<file path="src/rtl/control_mc.sv">
// Multicycle RV32I control FSM: FETCH/DECODE/MEM/EXEC with memory handshake stalls,
// optional MEM bypass, sticky HALT/TRAP states and a retired-instruction counter.
module control_mc #(
  parameter bit          SKIP_MEM     = 1'b1,
  parameter int unsigned MEM_TIMEOUT  = 16,
  parameter bit          ILLEGAL_TRAP = 1'b1,
  parameter int unsigned CNT_WIDTH    = 32
) (
  input  logic                 clk,
  input  logic                 reset,
  input  logic [6:0]           opcode,
  input  logic [2:0]           funct3,
  input  logic                 bit20,
  input  logic                 bit30,
  input  logic                 cmp_out,
  input  logic                 mem_ready,
  output logic                 halt,
  output logic                 trap,
  output logic                 pc_enable,
  output logic                 pc_load,
  output logic                 reg_re1,
  output logic                 reg_re2,
  output logic                 reg_we,
  output logic                 alu_sel1,
  output logic                 alu_sel2,
  output logic [4:0]           alu_op,
  output logic                 target_load,
  output logic [1:0]           wd_sel,
  output logic                 mem_addr_sel,
  output logic [2:0]           mem_read_op,
  output logic [1:0]           mem_write_op,
  output logic                 inst_load,
  output logic                 inst_mux_sel,
  output logic [CNT_WIDTH-1:0] instret
);

  localparam logic [6:0] OPC_LUI      = 7'b0110111;
  localparam logic [6:0] OPC_AUIPC    = 7'b0010111;
  localparam logic [6:0] OPC_JAL      = 7'b1101111;
  localparam logic [6:0] OPC_JALR     = 7'b1100111;
  localparam logic [6:0] OPC_BRANCH   = 7'b1100011;
  localparam logic [6:0] OPC_LOAD     = 7'b0000011;
  localparam logic [6:0] OPC_STORE    = 7'b0100011;
  localparam logic [6:0] OPC_OP_IMM   = 7'b0010011;
  localparam logic [6:0] OPC_OP       = 7'b0110011;
  localparam logic [6:0] OPC_SYSTEM   = 7'b1110011;
  localparam logic [6:0] OPC_MISC_MEM = 7'b0001111;

  localparam logic [2:0] LW    = 3'b010;
  localparam logic [2:0] LNONE = 3'b111;
  localparam logic [1:0] SNONE = 2'b11;

  localparam int unsigned SCW = (MEM_TIMEOUT > 1) ? $clog2(MEM_TIMEOUT) : 1;

  typedef enum logic [2:0] {
    S_FETCH,
    S_DECODE,
    S_MEM,
    S_EXEC,
    S_HALT,
    S_TRAP
  } state_t;

  state_t               state_q, state_d;
  logic [SCW-1:0]       stall_q, stall_d;
  logic [CNT_WIDTH-1:0] instret_q, instret_d;

  logic is_lui, is_auipc, is_jal, is_jalr, is_branch, is_load, is_store;
  logic is_op_imm, is_op, is_system, is_misc_mem;
  logic legal, halt_cond, mem_access, timeout_hit;

  always_comb begin
    is_lui      = (opcode == OPC_LUI);
    is_auipc    = (opcode == OPC_AUIPC);
    is_jal      = (opcode == OPC_JAL);
    is_jalr     = (opcode == OPC_JALR);
    is_branch   = (opcode == OPC_BRANCH);
    is_load     = (opcode == OPC_LOAD);
    is_store    = (opcode == OPC_STORE);
    is_op_imm   = (opcode == OPC_OP_IMM);
    is_op       = (opcode == OPC_OP);
    is_system   = (opcode == OPC_SYSTEM);
    is_misc_mem = (opcode == OPC_MISC_MEM);
    legal       = is_lui | is_auipc | is_jal | is_jalr | is_branch | is_load | is_store |
                  is_op_imm | is_op | is_system | is_misc_mem;
    halt_cond   = is_system & bit20;
    mem_access  = is_load | is_store;
    // Stall cycle that would be number MEM_TIMEOUT; a simultaneous mem_ready still advances.
    timeout_hit = (MEM_TIMEOUT != 0) && (stall_q == SCW'(MEM_TIMEOUT - 1));
  end

  always_comb begin
    if (is_load)               wd_sel = 2'b11;
    else if (is_jal | is_jalr) wd_sel = 2'b01;
    else                       wd_sel = 2'b00;
  end

  always_comb begin
    state_d      = state_q;
    stall_d      = '0;
    instret_d    = instret_q;
    halt         = 1'b0;
    trap         = 1'b0;
    pc_enable    = 1'b0;
    pc_load      = 1'b0;
    reg_re1      = 1'b0;
    reg_re2      = 1'b0;
    reg_we       = 1'b0;
    alu_sel1     = 1'b0;
    alu_sel2     = 1'b0;
    alu_op       = '0;
    target_load  = 1'b0;
    mem_addr_sel = 1'b0;
    mem_read_op  = LNONE;
    mem_write_op = SNONE;
    inst_load    = 1'b0;
    inst_mux_sel = 1'b0;

    case (state_q)
      S_FETCH: begin
        mem_read_op = LW;
        if (mem_ready)        state_d = S_DECODE;
        else if (timeout_hit) state_d = S_TRAP;
        else                  stall_d = stall_q + 1'b1;
      end
      S_DECODE: begin
        reg_re1     = 1'b1;
        reg_re2     = 1'b1;
        inst_load   = 1'b1;
        target_load = 1'b1;
        alu_sel1    = 1'b1;
        alu_sel2    = 1'b1;
        if (ILLEGAL_TRAP && !legal)                   state_d = S_TRAP;
        else if (!SKIP_MEM || mem_access || is_jalr) state_d = S_MEM;
        else                                          state_d = S_EXEC;
      end
      S_MEM: begin
        mem_addr_sel = 1'b1;
        inst_mux_sel = 1'b1;
        if (is_load)  mem_read_op  = funct3;
        if (is_store) mem_write_op = funct3[1:0];
        if (is_jalr)  target_load  = 1'b1;
        if (mem_access | is_jalr) alu_sel2 = 1'b1;
        if (!mem_access || mem_ready) state_d = S_EXEC;
        else if (timeout_hit)         state_d = S_TRAP;
        else                          stall_d = stall_q + 1'b1;
      end
      S_EXEC: begin
        inst_mux_sel = 1'b1;
        reg_we       = is_op_imm | is_lui | is_op | is_auipc | is_jal | is_jalr | is_load;
        pc_enable    = ~halt_cond;
        pc_load      = is_jal | is_jalr | (is_branch & cmp_out);
        if (is_auipc) begin
          alu_sel1 = 1'b1;
          alu_sel2 = 1'b1;
        end else if (is_op_imm | is_lui) begin
          alu_sel2 = 1'b1;
        end
        if (is_op || (is_op_imm && funct3 == 3'b101)) alu_op = {1'b0, bit30, funct3};
        else if (is_op_imm)                           alu_op = {2'b00, funct3};
        else if (is_branch)                           alu_op = {2'b10, funct3};
        if (halt_cond) begin
          state_d = S_HALT;
        end else begin
          state_d   = S_FETCH;
          instret_d = instret_q + 1'b1;
        end
      end
      S_HALT:  halt = 1'b1;
      S_TRAP:  trap = 1'b1;
      default: state_d = S_TRAP;
    endcase
  end

  always_ff @(posedge clk or posedge reset) begin
    if (reset) begin
      state_q   <= S_FETCH;
      stall_q   <= '0;
      instret_q <= '0;
    end else begin
      state_q   <= state_d;
      stall_q   <= stall_d;
      instret_q <= instret_d;
    end
  end

  assign instret = instret_q;

endmodule

</file>
<file path="config.mk">
export PLATFORM = sky130hd
export DESIGN_NAME = control_mc
export DESIGN_NICKNAME = d
export VERILOG_FILES = /design/src/rtl/control_mc.sv
export SDC_FILE = /design/constraint.sdc
export NUM_CORES = 1
export LEC_CHECK = 0
export ABC_AREA = 1
export BUFFER_PORTS_ARGS = -buffer_cell sky130_fd_sc_hd__buf_2
export CAP_MARGIN = 10
export CELL_PAD_IN_SITES_DETAIL_PLACEMENT = 1
export CELL_PAD_IN_SITES_GLOBAL_PLACEMENT = 2
export CORE_ASPECT_RATIO = 0.75
export CORE_MARGIN = 5
export CORE_UTILIZATION = 30
export CTS_BUF_LIST = sky130_fd_sc_hd__clkbuf_16
export DETAILED_ROUTE_END_ITERATION = 8
export PLACE_DENSITY_LB_ADDON = 0.3
export SKIP_LAST_GASP = 1
export SYNTH_ARGS = -nofsm -noshare
export SYNTH_HDL_FRONTEND = slang
export SYNTH_SLANG_ARGS = --single-unit
</file>
<file path="constraint.sdc">
create_clock -name clk -period 4.4 [get_ports clk]
set_input_delay 0.22 -clock clk [delete_from_list [all_inputs] [get_ports clk]]
set_output_delay 0.22 -clock clk [all_outputs]
set_load 0.1 [all_outputs]
</file>
==> impl_metrics.yaml <==
timing:
  setup_viol: 0
  fmax_mhz: 420
  fin_crit_sh_pct: 54.1
  hold_viol: 0
  skew_ps: 4.22
  final_max_slew_viol_count: 0
  period_minus_slack_ps: 2380
  fin_hold_ws_ps: 46.6
  setup_tns_ps: 0
  tightestPinTransition_ps: 508
  fin_ws_ps: 2020
  rsz0062_at_grt: "false"
  slew_headroom_pct: 66.0
detailed_routing:
  drt_wl_total_um: 8400
  firstDrtPassIters: 4
  viasPerCell: 4.61
  initialDrtViolationCount: 195
  vias: 2679
  remaining_drc_errors: 0
  wl_per_cell_um: 14.5
  drt.antenna.violating_nets: 0
global_route:
  grt-ovfl-total: 0
  grt_pass1_vias: 2785
  grt_pass1_wl_um: 14500
  antenna_found_initial: 0
  grt_use_total_pct: 16.1
  grt_max_degree: 40
placed_design:
  place.gp.congestion: 0.846
  dpl.cell_count: 573
  port_buffers: 72
  dp_slack_ps: 2310
  place.detailed.hpwl_um: 6760
clock_network:
  cts_buffer_depth: 2
  cts_setup_buffers: 0
  cts_resized: 0
  htree_levels: 2
  clk_latency_ps: 280
  clk_pin_slew_ps: 60
  root_buffer: "clkbuf_16"
  ctsHoldBuffers: 0
  numCtsBuffers: 5
  cts.sinks: 39
  cts_tree: "yes"
worst_setup_path:
  critPathRequiredTime_ps: 4180
  critical_path.max_stage_delay_ps: 490
  critical_path_arrival_ps: 2160
  crit_chain: "inv_1 -> nand2_1 -> nor2_4 -> nand2_4 -> inv_4 -> buf_2"
  path_class: "flip-flop to output port"
  cp-start-kind: "flip-flop"
  endpoint_kind: "output port"
  crit_slowest_cell: "buf_2"
  crit_fanout: 25
yosys:
  yosys.area_share.adder_pct: 0.946
  synth_edf_count: 0
  synth.cell_area_sq_um: 2650
  async_reset_ff_share_pct: 100
  ys.flop_type: "dfrtp_1"
  synthXorXnorAreaFrac_pct: 6.95
  ys_warn_count: 0
  muxShareOfSynthArea_pct: 0
  ys_seq_elements: 39
  syn-instance-count: 398
  synth_compound_area_share_pct: 3.31
  synth_top_family_by_area: "simple AND/OR/NAND/NOR gates"
  seq_area_frac_synth_pct: 36.9
  synth_nets: 416
  ys_types: 29
  avgSynthCellArea_sq_um: 6.65
  synthSimpleGateAreaFrac_pct: 42.3
floorplan:
  dieArea_sq_um: 10800
  die_w_um: 118
  initial_core_util_pct: 31.0
  core_area_sq_um: 8530
  ios: 73
  rows: 29
  die_h_um: 91.3
power_and_ir_drop:
  peakVddDrop_v: 0.000129
  power_density_nw_per_um2: 244
  power.leakage_nw: 1.75
  power.total_uw: 796
hold_path:
  hold_class: "primary input to asynchronous set/reset pin"
layout:
  layout.nets: 490
  area_delta_synth_final_pct: 23.5
  antenna_cells: 0
  drive_gt1_share_pct: 19.2
  finalNonFillerCells: 581
run:
  maxCapViolations: 0
outcome:
  status: "complete, no violations"
final timing paths:
path,slack [ps],start,end,cells past startpoint
max reg2reg,2470,state_q[2],instret[20],8
min in group clk,360,mem_ready,state_q[0],5
min,50,reset,instret[23],3
max in group asynchronous,3990,reset,instret[31],3
min reg2reg,490,stall_q[0],stall_q[0],1
max,2020,state_q[2],pc_enable,6
power by group:
| group | total, mW | switching (mW) | internal (mW) | leakage, nW |
|---|---|---|---|---|
| Sequential | 0.359 | 0 | 0.359 | 0.482 |
| Clock | 0.408 | 0.144 | 0.264 | 0.0812 |
| Combinational | 0.0295 | 0.0211 | 0.00840 | 1.19 |
| Total | 0.796 | 0.165 | 0.632 | 1.75 |
cell families after synthesis:
family                   count (synthesis)
AO/OA/AOI/OAI                           15
flip-flops                              39
buffers and inverters                   61
adder cells (fa/ha/maj)                  2
AND/OR/NAND/NOR                        260
XOR/XNOR                                21
layout make-up:
type	instances	area, sq um
Clock buffer	5	125
Clock inverter	3	38.8
Fill cell	1123	5260
Inverter	55	209
Multi-Input combinational cell	298	1420
Sequential cell	39	976
Tap cell	108	135
Timing Repair Buffer	73	368
layout by cell type (no fill, tap or decap), drive strengths merged:
cell type / instances
a31oi: 2
nor2: 60
o211ai: 2
nor2b: 1
dfrtp: 39
o31ai: 1
ha: 2
nand3: 24
buf: 73
a21oi: 4
nor3: 22
o21ai: 5
a21o: 1
clkbuf: 5
clkinv: 2
inv: 55
xnor2: 5
nor4: 1
nand3b: 6
nand4: 4
xor2: 16
nand2: 142
bufinv: 1
per-layer routing:
| layer | global-route usage [%] | share of wire, % | up-vias |
|---|---|---|---|
| met5 | 0 | 0 | - |
| met4 | 1.70 | 0.40 | 0 |
| met3 | 3.48 | 5.1 | 4 |
| met2 | 23.5 | 42 | 48 |
| met1 | 25.0 | 52 | 1253 |
| li1 | - | - | 1374 |
critical path, delay by kind of cell (launching register included):
kind	cells	cell delay, ps
simple gates	3	550
flops	1	430
buf+inv	3	870
Yosys cell counts, types with 3 or more instances:
library cell  instances  area (sq um)
o21ai_0               5          25.0
nor3_1               20           100
nand2_1             140           526
inv_1                52           195
nand3b_1              6          45.0
nor2_1               57           214
dfrtp_1              39           976
a21oi_1               4          20.0
nand4_1               4          25.0
nand3_1              23           115
buf_4                 4          30.0
nor2_4                3          33.8
xnor2_1               5          43.8
xor2_1               16           140
metrics by stage:
step	area, sq um	utilization, %
final	3270	38.3
after global routing	3270	38.3
after CTS	3270	38.3
after detailed placement	3100	36.4
after global placement	3100	36.4
after floorplan	2650	-
sequential cells by signal, summed over array words and instances (netlist names):
name / cells
instret: 32
stall_q: 4
state_q: 3
Power figures use the tool's default switching activity.
